[src/rtl/led_pattern_engine.sv]
// Multi-mode LED bar pattern register: shift, rotate, bounce and up/down count,
// with parallel load and a registered end-of-sweep pulse.
module led_pattern_engine #(
  parameter int unsigned    W         = 12,
  parameter logic [W-1:0]   RESET_VAL = '0
) (
  input  logic         clk,
  input  logic         rst_n,
  input  logic         en,
  input  logic [1:0]   mode,
  input  logic         dir,
  input  logic         in,
  input  logic         load,
  input  logic [W-1:0] load_data,
  output logic [W-1:0] out_reg,
  output logic         wrap,
  output logic         bounce_dir
);

  typedef enum logic [1:0] {
    MODE_SHIFT  = 2'd0,
    MODE_ROTATE = 2'd1,
    MODE_BOUNCE = 2'd2,
    MODE_COUNT  = 2'd3
  } mode_t;

  logic [W-1:0] nxt_out;
  logic         nxt_wrap;
  logic         nxt_bdir;
  logic         bnc_up;

  always_comb begin
    nxt_out  = out_reg;
    nxt_wrap = 1'b0;
    nxt_bdir = bounce_dir;
    bnc_up   = ~bounce_dir;
    if (load) begin
      nxt_out  = load_data;
      nxt_bdir = 1'b0;
    end else if (en) begin
      unique case (mode_t'(mode))
        MODE_SHIFT: begin
          if (!dir) begin
            nxt_out  = {out_reg[W-2:0], in};
            nxt_wrap = out_reg[W-1];
          end else begin
            nxt_out  = {in, out_reg[W-1:1]};
            nxt_wrap = out_reg[0];
          end
        end
        MODE_ROTATE: begin
          if (!dir) begin
            nxt_out  = {out_reg[W-2:0], out_reg[W-1]};
            nxt_wrap = out_reg[W-1];
          end else begin
            nxt_out  = {out_reg[0], out_reg[W-1:1]};
            nxt_wrap = out_reg[0];
          end
        end
        MODE_BOUNCE: begin
          if (!$onehot(out_reg)) begin
            nxt_out  = {{(W-1){1'b0}}, 1'b1};
            nxt_bdir = 1'b0;
          end else begin
            // A loaded bit already sitting at the end it is heading for reflects
            // first, so a step can never push the bit off the register.
            if (bnc_up && out_reg[W-1])
              bnc_up = 1'b0;
            else if (!bnc_up && out_reg[0])
              bnc_up = 1'b1;
            nxt_out = bnc_up ? (out_reg << 1) : (out_reg >> 1);
            if (bnc_up && nxt_out[W-1]) begin
              nxt_bdir = 1'b1;
              nxt_wrap = 1'b1;
            end else if (!bnc_up && nxt_out[0]) begin
              nxt_bdir = 1'b0;
              nxt_wrap = 1'b1;
            end else begin
              nxt_bdir = ~bnc_up;
            end
          end
        end
        MODE_COUNT: begin
          if (!dir) begin
            nxt_out  = out_reg + 1'b1;
            nxt_wrap = &out_reg;
          end else begin
            nxt_out  = out_reg - 1'b1;
            nxt_wrap = ~|out_reg;
          end
        end
      endcase
    end
  end

  always_ff @(posedge clk or negedge rst_n) begin
    if (!rst_n) begin
      out_reg    <= RESET_VAL;
      wrap       <= 1'b0;
      bounce_dir <= 1'b0;
    end else begin
      out_reg    <= nxt_out;
      wrap       <= nxt_wrap;
      bounce_dir <= nxt_bdir;
    end
  end

endmodule

[config.mk]
export PLATFORM = sky130hd
export DESIGN_NAME = led_pattern_engine
export DESIGN_NICKNAME = d
export VERILOG_FILES = /design/src/rtl/led_pattern_engine.sv
export SDC_FILE = /design/constraint.sdc
export NUM_CORES = 1
export LEC_CHECK = 0
export CORE_MARGIN = 8
export CORE_UTILIZATION = 25
export DETAILED_ROUTE_END_ITERATION = 12
export PLACE_DENSITY = 0.45
export SLEW_MARGIN = 25
export SYNTH_ARGS = -nofsm -noshare
export SYNTH_HDL_FRONTEND = slang
export SYNTH_SLANG_ARGS = --single-unit
[constraint.sdc]
create_clock -name clk -period 7.29 [get_ports clk]
set_input_delay 1.0935 -clock clk [delete_from_list [all_inputs] [get_ports clk]]
set_output_delay 1.0935 -clock clk [all_outputs]
set_load 0.005 [all_outputs]
==> key figures, run 1 <==
Outcome
  • Outcome: completed

Placement
  • Dpl cell area: 2470 sq um
  • Gpl congestion: 0.7745
  • Port bufs: 33
  • Final HPWL DP: 4741 microns

Power and ir drop
  • Psw: 0.0002744 W
  • Leakage: 1.064 nW
  • Internal power: 0.0003194 W
  • Seq pwr share: 20.1%
  • Pwr Density: 235.2 nW/um^2
  • Clock power share: 14.1%
  • Combinational power share: 65.8%
  • Worst VDD drop: 0.00006912 V
  • Switching share of power: 46.22%
  • Pwr Total: 0.0005938 W

Drt
  • Routed via count: 1,944
  • Initial DRC Count: 100
  • Final wirelength: 6490 microns
  • DRC viols: 0
  • Met3 WL post-DR: 362 microns
  • First drt pass iteration count: 4
  • Final ANT Viol Nets: 0
  • WL/cell: 16.95 microns
  • DR top layer: met4
  • Post-Route M1 WL: 3209 microns
  • Met2 wire length: 2858 microns
  • Routed vias/inst: 5.076

Die
  • Die width: 107.1 microns
  • Die Y: 107.1 microns
  • Row cnt: 33
  • Die area: 11,470 sq um
  • Initial Util: 25.50%
  • CORE AREA: 8134 sq um
  • I/O pins: 34

Clock tree
  • Clk_lat worst skew: 0.26 ns
  • Post-CTS sizing: 0
  • CTS buffer count: 3
  • H-tree depth: 1
  • Worst-path clk slew: 0.07 ns
  • Root Buffer: clkbuf_8
  • Sink Count: 14
  • Hold_buf cts: 0
  • Clock Path Buffers: 2
  • CTS tree: yes
  • # Post-CTS Setup Buffers: 0

Setup path
  • Reg2Reg Setup Slack: 2.89 ns
  • Top cell by count, worst path: fa_1
  • Worst EP arrival: 4.57 ns
  • Endpoint type of the worst setup path: register
  • Crit Path Max Fanout: 12
  • Crit-path cells: fa_1 > fa_1 > inv_1 > fa_1 > fa_1 > inv_1 > ha_1 > inv_1 > fa_1 > nor2_1 > a31oi_1 > nand4b_4 > a311oi_1 > o22ai_1 > o221ai_2
  • Crit-path max cell delay: 0.59 ns
  • Critical Path RT: 7.47 ns
  • Setup Crit Path Kind: reg2reg
  • Buf/Inv on CP: 3
  • CP max-delay cell: dfrtp_1
  • Cell family with most CP delay: adder cells
  • CP startpoint kind: register

Timing
  • Fmax: 0.2275 GHz
  • Slew HR: 46.08%
  • Setup TNS: 0 ns
  • Slew @ Worst Pin: 0.8071 ns
  • Slew Limit Fails: 0
  • Final Skew: 0.003032 ns
  • Period minus WS final: 4.396 ns
  • RSZ-0062 raised after global routing: no
  • Final period utilization: 60.30%
  • Final setup fails: 0
  • Fin. Hold Viols: 0

Logic synthesis
  • EDFF count, synth: 0
  • Syn Std Cell Area: 2074 sq um
  • Synth cell types: 54
  • Syn Nets: 297
  • Post-synthesis register bit count: 14
  • Mean post-synth cell area: 8.200 sq um
  • Cells after Synth: 253
  • Yosys warning total: 0
  • Register area share after synthesis: 16.89%
  • Top_reg_cell synth: dfrtp_1
  • FFs w/ async S/R, synth: 100.0%

Layout
  • Share of layout cells above drive strength 1: 8.273%
  • Filler cells: 897
  • Inserted Diodes: 0
  • Final Net Count: 323
  • Number of flip-flops in the largest register: 12
  • P&R area growth vs syn: 21.71%
  • Final Core Density: 31.04%
  • Post-route design area: 2525 sq um

Global routing
  • Vias in the first global route: 2,003
  • First-pass GRT wire length: 10,600 microns
  • Grt total ovfl: 0
  • Initial antenna violation count: 0
  • Global-route total usage across every layer: 11.54%
  • Largest net degree at the start of global routing: 30

Flow run
  • Max cap viols: 0

Hold path
  • HP Class: reg2reg
[cell families after synthesis]
family	Yosys count	share of synthesized area, %
compound gates	77	26.60
simple gates	72	17.79
buf+inv	38	8.444
fa+ha+maj	24	17.37
mux	18	8.685
flops	14	16.89
xor+xnor	10	4.222
[metrics by stage]
stage / hold WS, ns / setup WS [ns] / std cells
3_5_place_dp: 0.6981 / 2.877 / 379
5_1_grt: 0.7552 / 2.609 / 383
2_1_floorplan: 0.6761 / 3.247 / 253
3_3_place_gp: 0.6991 / 2.947 / 379
4_1_cts: 0.7084 / 2.862 / 383
6_report: 0.7052 / 2.894 / 383
[synth_stat cells, types with 7 or more instances]
cell type | instances | area (sq um)
nand2_1 | 19 | 71.32
dfrtp_1 | 14 | 350.3
ha_1 | 16 | 200.2
fa_1 | 8 | 160.2
xnor2_1 | 7 | 61.31
o21ai_1 | 10 | 50.05
inv_1 | 23 | 86.33
mux2i_1 | 18 | 180.2
a21oi_1 | 21 | 105.1
nor2_1 | 20 | 75.07
[metal layers]
layer | vias to the layer above | GRT usage, %
met4 | 0 | 2.412
met3 | 4 | 2.819
met1 | 914 | 15.78
met5 | - | 0
met2 | 57 | 17.83
li1 | 969 | -
[placed cells by master, fill, tap and decap left out, types with 7 or more instances in the layout]
cell / synthesis / final
mux2i_1: 18 / 18
a21oi_1: 21 / 21
nand2_1: 19 / 19
nor2_1: 20 / 20
ha_1: 16 / 16
xnor2_1: 7 / 7
fa_1: 8 / 8
clkdlybuf4s50_1: 0 / 33
o21ai_1: 10 / 10
inv_1: 23 / 23
dfrtp_1: 14 / 14
[tightest hold or removal path, stage by stage, from the launching register on]
cell	delay [ns]
dfrtp_1	0.51
nand2_1	0.11
a21oi_1	0.05
[layout make-up]
| class | instances | area [sq um] | share of cell area, % |
|---|---|---|---|
| clock buffers | 4 | 55.05 | 2.180 |
| inverters | 23 | 86.33 | 3.419 |
| multi-input cells | 201 | 1549 | 61.35 |
| flip-flops and latches | 14 | 350.3 | 13.88 |
| well taps | 105 | 131.4 | 5.203 |
| repair buffers | 36 | 352.8 | 13.97 |
[final timing paths]
check | startpoint | end | depth (start not counted)
min | bounce_dir$_DFFE_PN0P_ | bounce_dir$_DFFE_PN0P_ | 2
max reg2reg | out_reg[1]$_DFFE_PN0P_ | out_reg[10]$_DFFE_PN0P_ | 15
min in group asynchronous | rst_n | out_reg[7]$_DFFE_PN0P_ | 1
max | out_reg[1]$_DFFE_PN0P_ | out_reg[10]$_DFFE_PN0P_ | 15
min reg2reg | bounce_dir$_DFFE_PN0P_ | bounce_dir$_DFFE_PN0P_ | 2
max in group asynchronous | rst_n | out_reg[0]$_DFFE_PN0P_ | 1
[power by group through the flow]
stage | combinational, W | sequential [W] | clock, W
2_1_floorplan | 0.000309 | 0.000108 | 0
3_3_place_gp | 0.000392 | 0.000121 | 0
3_5_place_dp | 0.000393 | 0.000122 | 0
4_1_cts | 0.000397 | 0.000120 | 0.0000864
5_1_grt | 0.000444 | 0.000123 | 0.0000886
6_report | 0.000391 | 0.000120 | 0.0000836
Power figures use the tool's default switching activity.
==> run 2, diff against run 1 <==
--- a/config.mk
+++ b/config.mk
@@ -8,7 +8,7 @@
 export CORE_MARGIN = 8
 export CORE_UTILIZATION = 25
 export DETAILED_ROUTE_END_ITERATION = 12
-export PLACE_DENSITY = 0.45
+export PLACE_DENSITY = 0.46
 export SLEW_MARGIN = 25
 export SYNTH_ARGS = -nofsm -noshare
 export SYNTH_HDL_FRONTEND = slang
==> constraint.sdc (replaced) <==
create_clock -name clk -period 3.7 [get_ports clk]
set_input_delay 0.555 -clock clk [delete_from_list [all_inputs] [get_ports clk]]
set_output_delay 0.555 -clock clk [all_outputs]
set_load 0.005 [all_outputs]
==> run 2 against run 1 <==
The run now ends with setup timing left. Non-clock buffer count rose by 19. Clock power rose by 63%. Via count is 4.0% higher. Flip-flop and latch count unchanged. Clock skew up 0.0074 ns. Fmax grew 6.6%. Wire length rose by 5.3%. Power increased by 110%. Critical path depth unchanged. Largest power group unchanged.
==> key figures, run 2 (same netlist as run 1, synthesis figures left out) <==
Outcome
  • Outcome: complete, but fails checks
  • Failing checks: setup timing

Clock tree
  • Worst-path clk slew: 0.07 ns
  • Root Buffer: clkbuf_8
  • Clk_lat worst skew: 0.26 ns
  • Clock Path Buffers: 2
  • Sink Count: 14
  • CTS buffer count: 3
  • Hold_buf cts: 0
  • H-tree depth: 1
  • CTS tree: yes

Drt
  • DRC viols: 0
  • DR top layer: met4
  • First drt pass iteration count: 4
  • WL/cell: 17.04 microns
  • Routed vias/inst: 5.040
  • Initial DRC Count: 57
  • Routed via count: 2,021
  • Met3 WL post-DR: 288 microns
  • Final wirelength: 6833 microns
  • Met2 wire length: 3151 microns
  • Post-Route M1 WL: 3374 microns
  • Final ANT Viol Nets: 0

Setup path
  • Setup Crit Path Kind: reg2reg
  • Critical Path RT: 3.87 ns
  • CP startpoint kind: register
  • Worst EP arrival: 4.30 ns
  • Crit Path Max Fanout: 4
  • Endpoint type of the worst setup path: register

Die
  • I/O pins: 34
  • Die area: 11,470 sq um
  • Die Y: 107.1 microns
  • Die width: 107.1 microns
  • Row cnt: 33
  • Initial Util: 25.50%
  • CORE AREA: 8134 sq um

Layout
  • Inserted Diodes: 0
  • Share of layout cells above drive strength 1: 18.92%
  • Most common cell after layout, fill and taps aside: clkdlybuf4s50_1
  • Number of flip-flops in the largest register: 12
  • Post-route design area: 2730 sq um
  • Final Net Count: 342
  • Area occupied by multi-input gates: 1615 sq um
  • Post-Layout Cell Count: 401
  • Final Core Density: 33.56%
  • Filler cells: 856
  • Commonest cells after routing, fill and taps aside: 33 x clkdlybuf4s50_1, 22 x inv_1, 20 x nor2_1, 20 x buf_4
  • P&R area growth vs syn: 31.60%
  • Area occupied by registers: 352.8 sq um

Power and ir drop
  • Leakage: 1.156 nW
  • Pwr Density: 465.7 nW/um^2
  • Worst VDD drop: 0.0001599 V

Placement
  • Port bufs: 33
  • Placed cell count: 397
  • Gpl congestion: 0.7897
  • Dpl cell area: 2608 sq um
  • Final HPWL DP: 5251 microns
  • DP Worst Slack: -0.4832 ns

Hold path
  • HP Class: reg2reg

Global routing
  • Largest net degree at the start of global routing: 26
  • Vias in the first global route: 2,130
  • Global-route total usage across every layer: 12.14%
  • First-pass GRT wire length: 11,230 microns
  • Initial antenna violation count: 0
  • Grt total ovfl: 0

Timing
  • Slew HR: 37.49%
  • RSZ-0062 raised after global routing: yes
  • Final Skew: 0.01043 ns
  • Worst Slack Setup Final: -0.4259 ns
  • Final setup fails: 14
  • Period minus WS final: 4.126 ns
  • Final period utilization: 111.5%
  • Slew @ Worst Pin: 0.9357 ns
  • Fmax: 0.2424 GHz
  • Fin. Hold Viols: 0
  • Slew Limit Fails: 0
  • Hold_ws: 0.6945 ns

Flow run
  • Max cap viols: 0
-- run 2: cell count changes in the layout (fill, tap and decap cells not counted), moves of 2 or more --
cell,previous run,this run
a21oi_1,21,19
a21oi_2,1,3
a221oi_1,2,0
buf_4,3,20
buf_6,0,2
dfrtp_1,14,12
dfrtp_2,0,2
o221ai_1,6,3
o221ai_2,2,5
-- run 2: what timing repair did --
item / 4_1_cts / 5_1_grt
gates resized for setup: 10 / 6
setup endpoints to repair: 14 / 14
endpoints found under the hold margin: 0 / 0
pin swaps: 6 / 7
buffers inserted: 0 / 1
-- run 2: path summary, 6_finish.rpt --
| path | startpoint | endpoint | slack, ns | cells past startpoint |
|---|---|---|---|---|
| worst max register to register | out_reg[9]$_DFFE_PN0P_ | out_reg[1]$_DFFE_PN0P_ | -0.43 | 15 |
| worst min-delay path | bounce_dir$_DFFE_PN0P_ | bounce_dir$_DFFE_PN0P_ | 0.69 | 2 |
| max in group asynchronous | rst_n | out_reg[1]$_DFFE_PN0P_ | 2.42 | 1 |
| min in group asynchronous | rst_n | out_reg[11]$_DFFE_PN0P_ | 0.74 | 1 |
| worst min register to register | bounce_dir$_DFFE_PN0P_ | bounce_dir$_DFFE_PN0P_ | 0.69 | 2 |
| worst max-delay path | out_reg[9]$_DFFE_PN0P_ | out_reg[1]$_DFFE_PN0P_ | -0.43 | 15 |
-- run 2: critical path, cell delays in order, from the launching register on --
cell and delay, ns:
dfrtp_1 0.40, fa_1 0.51, fa_1 0.52, inv_1 0.05, fa_1 0.49, fa_1 0.40, inv_1 0.07, ha_2 0.18
inv_2 0.04, fa_2 0.50, and2b_2 0.17, nand4b_4 0.13, buf_4 0.17, a221oi_4 0.20, o22ai_1 0.10, o21ai_1 0.12
-- run 2: layout make-up --
class	instances	area share, %
clock buffer	3	1.512
inverter	23	3.162
multi-input combinational	201	59.17
sequential	14	12.92
tap	105	4.812
timing repair buffer	55	18.42
-- run 2: power breakdown --
group,internal (W),switching [W]
registers,0.000173,0.0000170
logic,0.000448,0.000497
clock network,0.0000723,0.0000637
total,0.000693,0.000578
-- run 2: routing by layer --
layer | up-vias | track usage (%)
li1 | 1004 | -
met1 | 980 | 16.02
met2 | 35 | 20.21
met3 | 2 | 2.699
met4 | 0 | 1.307
met5 | - | 0
-- run 2: stage by stage --
step	setup TNS (ns)	total power (W)
after global placement	-4.764	0.001082
after floorplan	-3.491	0.0008223
final	-4.868	0.001271
after CTS	-5.330	0.001263
after detailed placement	-5.346	0.001090
after global routing	-7.235	0.001396
